===== config.mk =====
export PLATFORM = sky130hd
export DESIGN_NAME = led_pattern_sequencer
export DESIGN_NICKNAME = d
export VERILOG_FILES = /design/src/rtl/led_pattern_sequencer.sv
export SDC_FILE = /design/constraint.sdc
export NUM_CORES = 1
export LEC_CHECK = 0
export ABC_AREA = 1
export CAP_MARGIN = 20
export CORE_UTILIZATION = 65
export DETAILED_ROUTE_END_ITERATION = 16
export PLACE_DENSITY = 0.86
export SLEW_MARGIN = 20
export SYNTH_ARGS = -nofsm -noshare
export SYNTH_HDL_FRONTEND = slang
export SYNTH_SLANG_ARGS = --single-unit

===== constraint.sdc =====
create_clock -name int_osc -period 5.6 [get_ports int_osc]
set_clock_uncertainty 0.05 [all_clocks]
set_input_delay 1.4 -clock int_osc [delete_from_list [all_inputs] [get_ports int_osc]]
set_output_delay 1.4 -clock int_osc [all_outputs]
set_load 0.005 [all_outputs]

===== src/rtl/led_pattern_sequencer.sv =====
// led_pattern_sequencer
//   Switch-configured LED stepping engine clocked by int_osc. A debounced
//   push-button starts the sequence from IDLE, then alternately pauses and
//   resumes it. s[3:2] picks the pattern (count/walk/bounce/blink) and
//   s[1:0] picks the step rate (TICK_DIV >> rate cycles per step).
// Ports
//   int_osc  in   1  system clock, all state on posedge
//   reset    in   1  asynchronous active-high reset, clears all state
//   s        in   4  raw switches: [3:2] mode, [1:0] rate (asynchronous)
//   btn      in   1  raw push-button, active-high, bouncy (asynchronous)
//   led      out  3  LED pattern, registered
//   running  out  1  high while sequencing (RUN), registered
module led_pattern_sequencer #(
  parameter int unsigned TICK_DIV     = 20_000_000,
  parameter int unsigned DEBOUNCE_CYC = 480_000
) (
  input  logic       int_osc,
  input  logic       reset,
  input  logic [3:0] s,
  input  logic       btn,
  output logic [2:0] led,
  output logic       running
);

  localparam int unsigned PW = (TICK_DIV > 1) ? $clog2(TICK_DIV) : 1;
  localparam int unsigned DW = $clog2(DEBOUNCE_CYC + 1);
  localparam logic [DW-1:0] DB_LAST = DW'(DEBOUNCE_CYC - 1);
  // One bit wider than the prescaler so a power-of-two TICK_DIV is representable.
  localparam logic [PW:0]   TICK    = (PW + 1)'(TICK_DIV);

  typedef enum logic [1:0] {IDLE, RUN, PAUSE} state_t;
  typedef enum logic [1:0] {M_COUNT, M_WALK, M_BOUNCE, M_BLINK} mode_t;

  state_t        state;
  mode_t         mode_q;
  logic [1:0]    rate_q;
  logic          dir_up;
  logic [PW-1:0] presc;

  logic          btn_meta, btn_sync;
  logic [3:0]    s_meta, s_sync;
  logic [DW-1:0] db_cnt;
  logic          btn_db, btn_db_q;
  logic          press;

  mode_t         s_mode;
  logic [1:0]    s_rate;
  logic [PW:0]   period_full;
  logic [PW-1:0] period_last;
  logic          step;
  logic [2:0]    led_adv;
  logic          dir_adv;

  // ---------------------------------------------------------------------
  // Input synchronizers
  // ---------------------------------------------------------------------
  always_ff @(posedge int_osc or posedge reset) begin
    if (reset) begin
      btn_meta <= 1'b0;
      btn_sync <= 1'b0;
      s_meta   <= '0;
      s_sync   <= '0;
    end else begin
      btn_meta <= btn;
      btn_sync <= btn_meta;
      s_meta   <= s;
      s_sync   <= s_meta;
    end
  end

  assign s_mode = mode_t'(s_sync[3:2]);
  assign s_rate = s_sync[1:0];

  // ---------------------------------------------------------------------
  // Debounce: btn_db follows btn_sync only after DEBOUNCE_CYC consecutive
  // differing cycles; any agreement in between restarts the count.
  // ---------------------------------------------------------------------
  always_ff @(posedge int_osc or posedge reset) begin
    if (reset) begin
      db_cnt   <= '0;
      btn_db   <= 1'b0;
      btn_db_q <= 1'b0;
    end else begin
      btn_db_q <= btn_db;
      if (btn_sync != btn_db) begin
        if (db_cnt == DB_LAST) begin
          btn_db <= btn_sync;
          db_cnt <= '0;
        end else begin
          db_cnt <= db_cnt + DW'(1);
        end
      end else begin
        db_cnt <= '0;
      end
    end
  end

  assign press = btn_db & ~btn_db_q;

  // ---------------------------------------------------------------------
  // Step timing
  // ---------------------------------------------------------------------
  always_comb begin
    period_full = TICK >> rate_q;
    period_last = PW'(period_full - (PW + 1)'(1));
  end

  assign step = (state == RUN) && (presc == period_last);

  // ---------------------------------------------------------------------
  // Pattern advance for the active mode
  // ---------------------------------------------------------------------
  function automatic logic [2:0] seed(input mode_t m);
    case (m)
      M_COUNT:  seed = 3'b000;
      M_WALK:   seed = 3'b001;
      M_BOUNCE: seed = 3'b001;
      default:  seed = 3'b111;
    endcase
  endfunction

  always_comb begin
    led_adv = led;
    dir_adv = dir_up;
    case (mode_q)
      M_COUNT: led_adv = led + 3'd1;
      M_WALK:  led_adv = {led[1:0], led[2]};
      M_BOUNCE: begin
        // Turn around at either end; the end LED is lit once per sweep.
        if (dir_up) begin
          if (led[2]) begin
            led_adv = 3'b010;
            dir_adv = 1'b0;
          end else begin
            led_adv = led << 1;
          end
        end else begin
          if (led[0]) begin
            led_adv = 3'b010;
            dir_adv = 1'b1;
          end else begin
            led_adv = led >> 1;
          end
        end
      end
      default: led_adv = ~led;
    endcase
  end

  // ---------------------------------------------------------------------
  // Sequencer FSM with registered outputs
  // ---------------------------------------------------------------------
  always_ff @(posedge int_osc or posedge reset) begin
    if (reset) begin
      state   <= IDLE;
      led     <= '0;
      running <= 1'b0;
      presc   <= '0;
      mode_q  <= M_COUNT;
      rate_q  <= '0;
      dir_up  <= 1'b1;
    end else begin
      case (state)
        IDLE: begin
          led     <= '0;
          presc   <= '0;
          running <= 1'b0;
          if (press) begin
            state   <= RUN;
            running <= 1'b1;
            mode_q  <= s_mode;
            rate_q  <= s_rate;
            led     <= seed(s_mode);
            dir_up  <= 1'b1;
          end
        end
        RUN: begin
          if (step) begin
            presc  <= '0;
            rate_q <= s_rate;
            // A pending mode change replaces the advance with the new seed.
            if (s_mode != mode_q) begin
              mode_q <= s_mode;
              led    <= seed(s_mode);
              dir_up <= 1'b1;
            end else begin
              led    <= led_adv;
              dir_up <= dir_adv;
            end
          end else begin
            presc <= presc + PW'(1);
          end
          if (press) begin
            state   <= PAUSE;
            running <= 1'b0;
          end
        end
        PAUSE: begin
          if (press) begin
            state   <= RUN;
            running <= 1'b1;
          end
        end
        default: begin
          state   <= IDLE;
          running <= 1'b0;
        end
      endcase
    end
  end

endmodule


==> run metrics, run 1 <==
Buf/Inv on CP=1; Root Buffer=clkbuf_8; Crit path max-delay family=buffers and inverters; Setup WS pre-CTS=about 2800 ps; core area=between 0.005 and 0.006 sq mm; Worst setup startpoint=led[1]$_DFFE_PP0P_; Layout Nets=~560; Skew-Pair Late Insertion Delay=roughly 350 ps; Post-Syn Area=around 0.004 sq mm; final worst slack=between 2000 and 3000 ps; total gr overflow=0; DRT Pass-1 Iters=4; syn nets=approximately 550; Worst path slowest cell=clkdlybuf4s50_1; worst min-delay path class=register to register; DR vias/cell=between 5 and 6; Max transition margin=between 60% and 70%; initial antenna violation count=0; Crit. End Element=output port; register bit count reported by yosys=between 60 and 70; Starting Density=approximately 68%; DIE AREA=between 0.006 and 0.007 sq mm; post-route setup TNS=0 ps; most frequent cells in the layout=nand2_1, inv_1, nor2_1; share of the core filled with cells=73.1%; RePlAce Congestion=~0.88; initial DRC count=approximately 220; run status=completed; Routed Antenna Nets=0; share of cells above drive strength 1=around a tenth; Clock Sinks=67; Post-CTS Setup Inserts=0; Max Fclk=357 MHz; final WL=8.01 mm; final hold viol count=0; first-pass GRT wire length=approximately 13 mm; CP Launch Type=register; number of max-cap violations=0; Synth area leader=dfrtp_1; Final Cycle Share=approximately 50%; vias in the first global route=about 3100; Top Ports=11; Simple-Gate Fraction of Synth Area=around a third; CTS clk-pin slew, worst paths=80 ps; CTS tree=done; chip width=80.8 um; WP data required=a little over 4000 ps; max incr delay on CP=roughly 550 ps; top cells by area, synth=dfrtp_1, nand2_1, inv_1; HPWL after DPL=5.90 mm; drt drc=0; pin count of the biggest net entering global routing=41; Port Buffers=10; crit path time final=2800 ps; Critical R2R Launch=rate_q[0]$_DFFE_PP0P_; mux cell area share after synthesis=less than 1%; Yosys cell types=38; GRT Overall Usage=between 20% and 30%; Arr. time, crit path=between 1000 and 1500 ps; Synth Area in XOR/XNOR=roughly 6.5%; kind of critical path=register to output port; Synth Area per Inst=approximately 7.6 sq um; endpoints failing setup=0; average routed wire per standard cell=12.8 um; area share of the largest cell type after synthesis=between 40 and 50%; post_cts resized=0; CTS Buffer Depth=2; worst vdd rail ir drop=256 uV; number of H-tree levels=3; worst slew pin tran=570 ps; PD cells=around 200 mW/mm^2; Syn Inst Count=roughly 530; antenna diode count=0; adder-cell share of the synthesized area=under 10%; worst-path cell chain=clkdlybuf4s50_1; final-layout fill cell count=around 460; static leakage=0.00191 uW; commonest non-fill, non-tap cell in the layout=nand2_1; Die Y=slightly above 80 um; Area growth syn-to-layout=7.84%; unrepaired setup endpoints after global routing=false; synth warn=0; Critical Path Fanout Max=6; Hold WS=between 300 and 400 ps; via count=~3400; Num CTS Buffers=9; Max Transition Viols Final=0; # rows=28; # hold bufs at CTS=0; largest family of logic cells by synthesized area=simple AND/OR/NAND/NOR gates; HP Start=s_meta[3]$_DFF_PP0_; sequential share of the synthesized area=41.6%; complex-gate fraction of the synthesized area=4.83%
[worst paths after layout]
kind                                               to  slack [ps]  depth (start not counted)
worst max-delay path                           led[1]        2800                          1
worst min-delay path              s_sync[3]$_DFF_PP0_         300                          0
worst max register to register  presc[17]$_DFFE_PP0P_        3060                         16
worst min register to register    s_sync[3]$_DFF_PP0_         300                          0
max in group asynchronous          dir_up$_DFFE_PP1P_        3210                          3
min in group asynchronous         s_sync[2]$_DFF_PP0_        1370                          2
[cell type report]
class / instances / area (sq um) / area share [%]
clock inverters: 5 / 36.3 / 0.833
multi-input cells: 380 / 2000 / 46.0
inverters: 75 / 284 / 6.52
repair buffers: 11 / 108 / 2.47
well taps: 75 / 93.8 / 2.16
flip-flops and latches: 67 / 1680 / 38.5
clock buffers: 11 / 151 / 3.48
[power breakdown]
part           internal, uW  switching (uW)
Clock                   185             191
Sequential              489            3.97
Combinational          7.23            15.4
[cell usage after synthesis (all sizes together)]
cell type / instances
a21oi: 14
a31oi: 1
buf: 5
clkbuf: 2
clkinv: 3
dfrtp: 66
dfstp: 1
ha: 12
inv: 72
mux2: 1
nand2: 134
nand3: 33
nand3b: 3
nand4: 17
nor2: 90
nor3: 16
nor3b: 3
nor4: 3
o21a: 2
o21ai: 15
o221ai: 1
o22ai: 2
o31ai: 1
or2: 2
xnor2: 5
xor2: 25
[registers in the layout (all words and copies together), names as in the netlist]
name,count
btn_db_q,1
presc,25
s_meta,4
mode_q,2
btn_db,1
running,1
rate_q,2
dir_up,1
s_sync,4
db_cnt,19
btn_meta,1
led,3
state,2
btn_sync,1
[routing by layer]
metal | global-route usage [%] | part of all wire, %
met1 | 35.1 | 45
met2 | 44.8 | 48
met3 | 5.73 | 4.0
met4 | 13.0 | 2.4
met5 | 0 | 0
[through the flow]
stage	instance area, sq um	power, uW	instances
2_1_floorplan	4040	516	529
3_3_place_gp	4170	524	608
3_5_place_dp	4170	526	608
4_1_cts	4350	898	624
5_1_grt	4350	920	624
6_report	4350	892	624
[logic make-up (layout without fill, tap and decap cells)]
family	after synthesis	in the layout
AOI/OAI and AO/OA	36	36
xor gates and xnor gates	30	30
adders and majority gates	12	12
buffers and inverters	82	102
DFF	67	67
muxes	1	1
and+or+nand+nor	301	301
Note: power is estimated with default switching activity, not from simulation.
==> run 2, diff against run 1 <==
CORE_UTILIZATION = 56   (was 65)
PLACE_DENSITY = 0.79   (was 0.86)
clock period = 2.4 ns   (was 5.6 ns; I/O delays follow)
==> run 2 against run 1 <==
- die area grew 16%
- first-iteration DRC count fell by 6.0%
- via count is 2.9% higher
==> run metrics, run 2 (synthesis gave the netlist of run 1 again) <==
biggest regs=presc: 25 flops, db_cnt: 19 flops; Starting Density=58.8% (-9.0 points); CP Launch Type=register; CTS tree=done; RePlAce Congestion=0.886 (+0.31%); hold path depth=0 (unchanged); Max Fclk=approximately 450 MHz; Clock Power Share=47.0% (+4.8 points); via count=3482 (+2.9%); Worst path most repeated cell=nand2_1; Final Instance Count excl. Fillers=655 (+5.0%); max FFs per register=25 (unchanged); HPWL after DPL=6.31 mm (+6.8%); worst-path cell chain=inv_1 > ha_2 > inv_1 > ha_1 > inv_1 > nand2_1 > nand2_1 > nand2_1 > nor2_1 > nand2_1 > nor2_2 > nand2_2 > nand2_4 > nand2_8 > inv_8 > nor2_2; pin count of the biggest net entering global routing=24 (-41%); R2R setup slack=160 ps (-2900 ps); DRT Pass-1 Iters=6 (+2); Critical R2R Launch=rate_q[0]$_DFFE_PP0P_; Buf/Inv on CP=4 (+3); PD cells=503 mW/mm^2 (+150%); Critical Path Fanout Max=10 (+4); WP data required=2590 ps (-1560 ps); Port Buffers=10 (unchanged); Max transition margin=66.3% (+4.5 points); first-pass GRT wire length=14.5 mm (+7.9%); Skew-Pair Late Insertion Delay=350 ps (about the same); reg2reg end=presc[13]$_DFFE_PP0P_; busiest grt layer=met2; P_sw=505 uW (+140%); CTS Buffer Depth=2 (unchanged); worst vdd rail ir drop=467 uV (+83%); Worst path slowest cell=dfrtp_1; # rows=30 (+7.1%); commonest non-fill, non-tap cell in the layout=nand2_1; core area=0.00687 sq mm (+15%); post-route setup TNS=0 ps (unchanged); placed cells=634 (+4.3%); CTS clk-pin slew, worst paths=70 ps (about the same); HP Start=s_meta[2]$_DFF_PP0_; worst min-delay path class=register to register; Final Cycle Share=93.4%; number of max-cap violations=0 (unchanged); Die Y=86.9 um (+7.5%); initial DRC count=202 (-6.0%); final WL=8.58 mm (+7.1%); chip width=86.9 um (+7.5%); initial antenna violation count=0 (unchanged); share of the core filled with cells=66.0% (-7.1 points); Clock Sinks=67 (unchanged); FF-to-FF path depth=16 (unchanged); Root Buffer=clkbuf_8; max incr delay on CP=430 ps (-120 ps); Worst Hold End=s_sync[2]$_DFF_PP0_; Area growth syn-to-layout=12.3%; worst slew pin tran=505 ps (-64.7 ps); vias in the first global route=3334 (+6.1%); Top Ports=11 (unchanged); most frequent cells in the layout=nand2_1, inv_1, nor2_1; share of cells above drive strength 1=12.5% (+2.1 points); number of H-tree levels=3 (unchanged); average routed wire per standard cell=13.1 um (+2.0%); crit path time final=~2200 ps; Comb pwr share=2.6% (about the same); kind of critical path=register to register; largest register by flop count=presc; Routed Antenna Nets=0 (unchanged); run status=completed; Max Transition Viols Final=0 (unchanged); met2 GRT Util=40.7% (-4.1 points); Layout Nets=573 (+1.8%); Crit. End Element=register; static leakage=0.00198 uW (+3.7%); antenna diode count=0 (unchanged); total gr overflow=0 (unchanged); Flop pwr share=50.4% (-4.9 points); Num CTS Buffers=9 (unchanged); Arr. time, crit path=2430 ps (+1080 ps); DR vias/cell=5.32 (-1.9%); GR Layer Usage met3=5.31% (-0.42 points); DIE AREA=0.00755 sq mm (+16%); M1 GR Usage=32.0% (-3.1 points); Net Sw Frac=22.2% (-1.4 points); Crit path max-delay family=simple AND/OR/NAND/NOR gates; GRT Overall Usage=24.7% (-2.8 points); endpoints failing setup=0 (unchanged); drt drc=0 (unchanged); final hold viol count=0 (unchanged); P_int=1770 uW (+160%)
## run 2: changes by cell type in the layout (fill, tap and decap cells not counted), sizes merged
cell      delta
buf          +8
clkbuf       -1
clkinv       +2
inv          -1
nand2        +1
clkinvlp     -1
bufinv       +2
## run 2: power groups by stage
stage	registers (uW)	clock network, uW	logic (uW)
final	1150	1070	58.7
after detailed placement	1170	0	61.0
after global routing	1150	1130	67.3
after floorplan	1170	0	34.0
after global placement	1170	0	58.1
after CTS	1150	1080	61.6
## run 2: worst max-delay path by stage
stage                                     start                     to  slack (ps)  depth (start not counted)
after floorplan                           reset     btn_db$_DFFE_PP0P_          70                          1
after global placement    rate_q[1]$_DFFE_PP0P_  presc[23]$_DFFE_PP0P_          60                         14
after detailed placement  rate_q[0]$_DFFE_PP0P_  presc[17]$_DFFE_PP0P_         -40                         15
after CTS                 rate_q[0]$_DFFE_PP0P_  presc[19]$_DFFE_PP0P_          10                         15
after global routing      rate_q[0]$_DFFE_PP0P_     led[0]$_DFFE_PP0P_         -30                         16
final                     rate_q[0]$_DFFE_PP0P_  presc[13]$_DFFE_PP0P_         160                         16
## run 2: cell type report
cell class                      count  area (sq um)
Fill cell                         565          2330
Multi-Input combinational cell    381          2020
Sequential cell                    67          1680
Inverter                           75           294
Timing Repair Buffer               19           180
Clock buffer                       10           138
Tap cell                           96           120
Clock inverter                      6          88.8
Timing Repair inverter              1          11.3
## run 2: worst register-to-register path, cell delays in order, from the launching register on
cell	delay [ps]
dfrtp_1	430
inv_1	120
ha_2	200
inv_1	60
ha_1	290
inv_1	60
nand2_1	40
nand2_1	70
nand2_1	60
nor2_1	100
nand2_1	70
nor2_2	100
nand2_2	100
nand2_4	130
nand2_8	110
inv_8	130
nor2_2	40
## run 2: what timing repair did
item	4_1_cts	5_1_grt
endpoints found under the setup margin	19	28
resized for setup	1	9
buffers inserted	0	3
hold buffers	0	0
cloned	0	2
pin swaps	0	0
## run 2: per-layer routing
layer  up-vias  wire length [um]
met5         -                 0
met4         0               157
met3        17               476
met2       106              4080
met1      1635              3860
li1       1724                 -
## run 2: metrics by stage
step / setup slack, ps / hold WS [ps] / area, sq um / power [uW]
2_1_floorplan: 68.5 / 281 / 4040 / 1200
3_3_place_gp: 62.6 / 284 / 4240 / 1230
3_5_place_dp: -42.3 / 285 / 4240 / 1230
4_1_cts: 10.7 / 302 / 4470 / 2290
5_1_grt: -25.6 / 310 / 4530 / 2350
6_report: 157 / 300 / 4530 / 2280
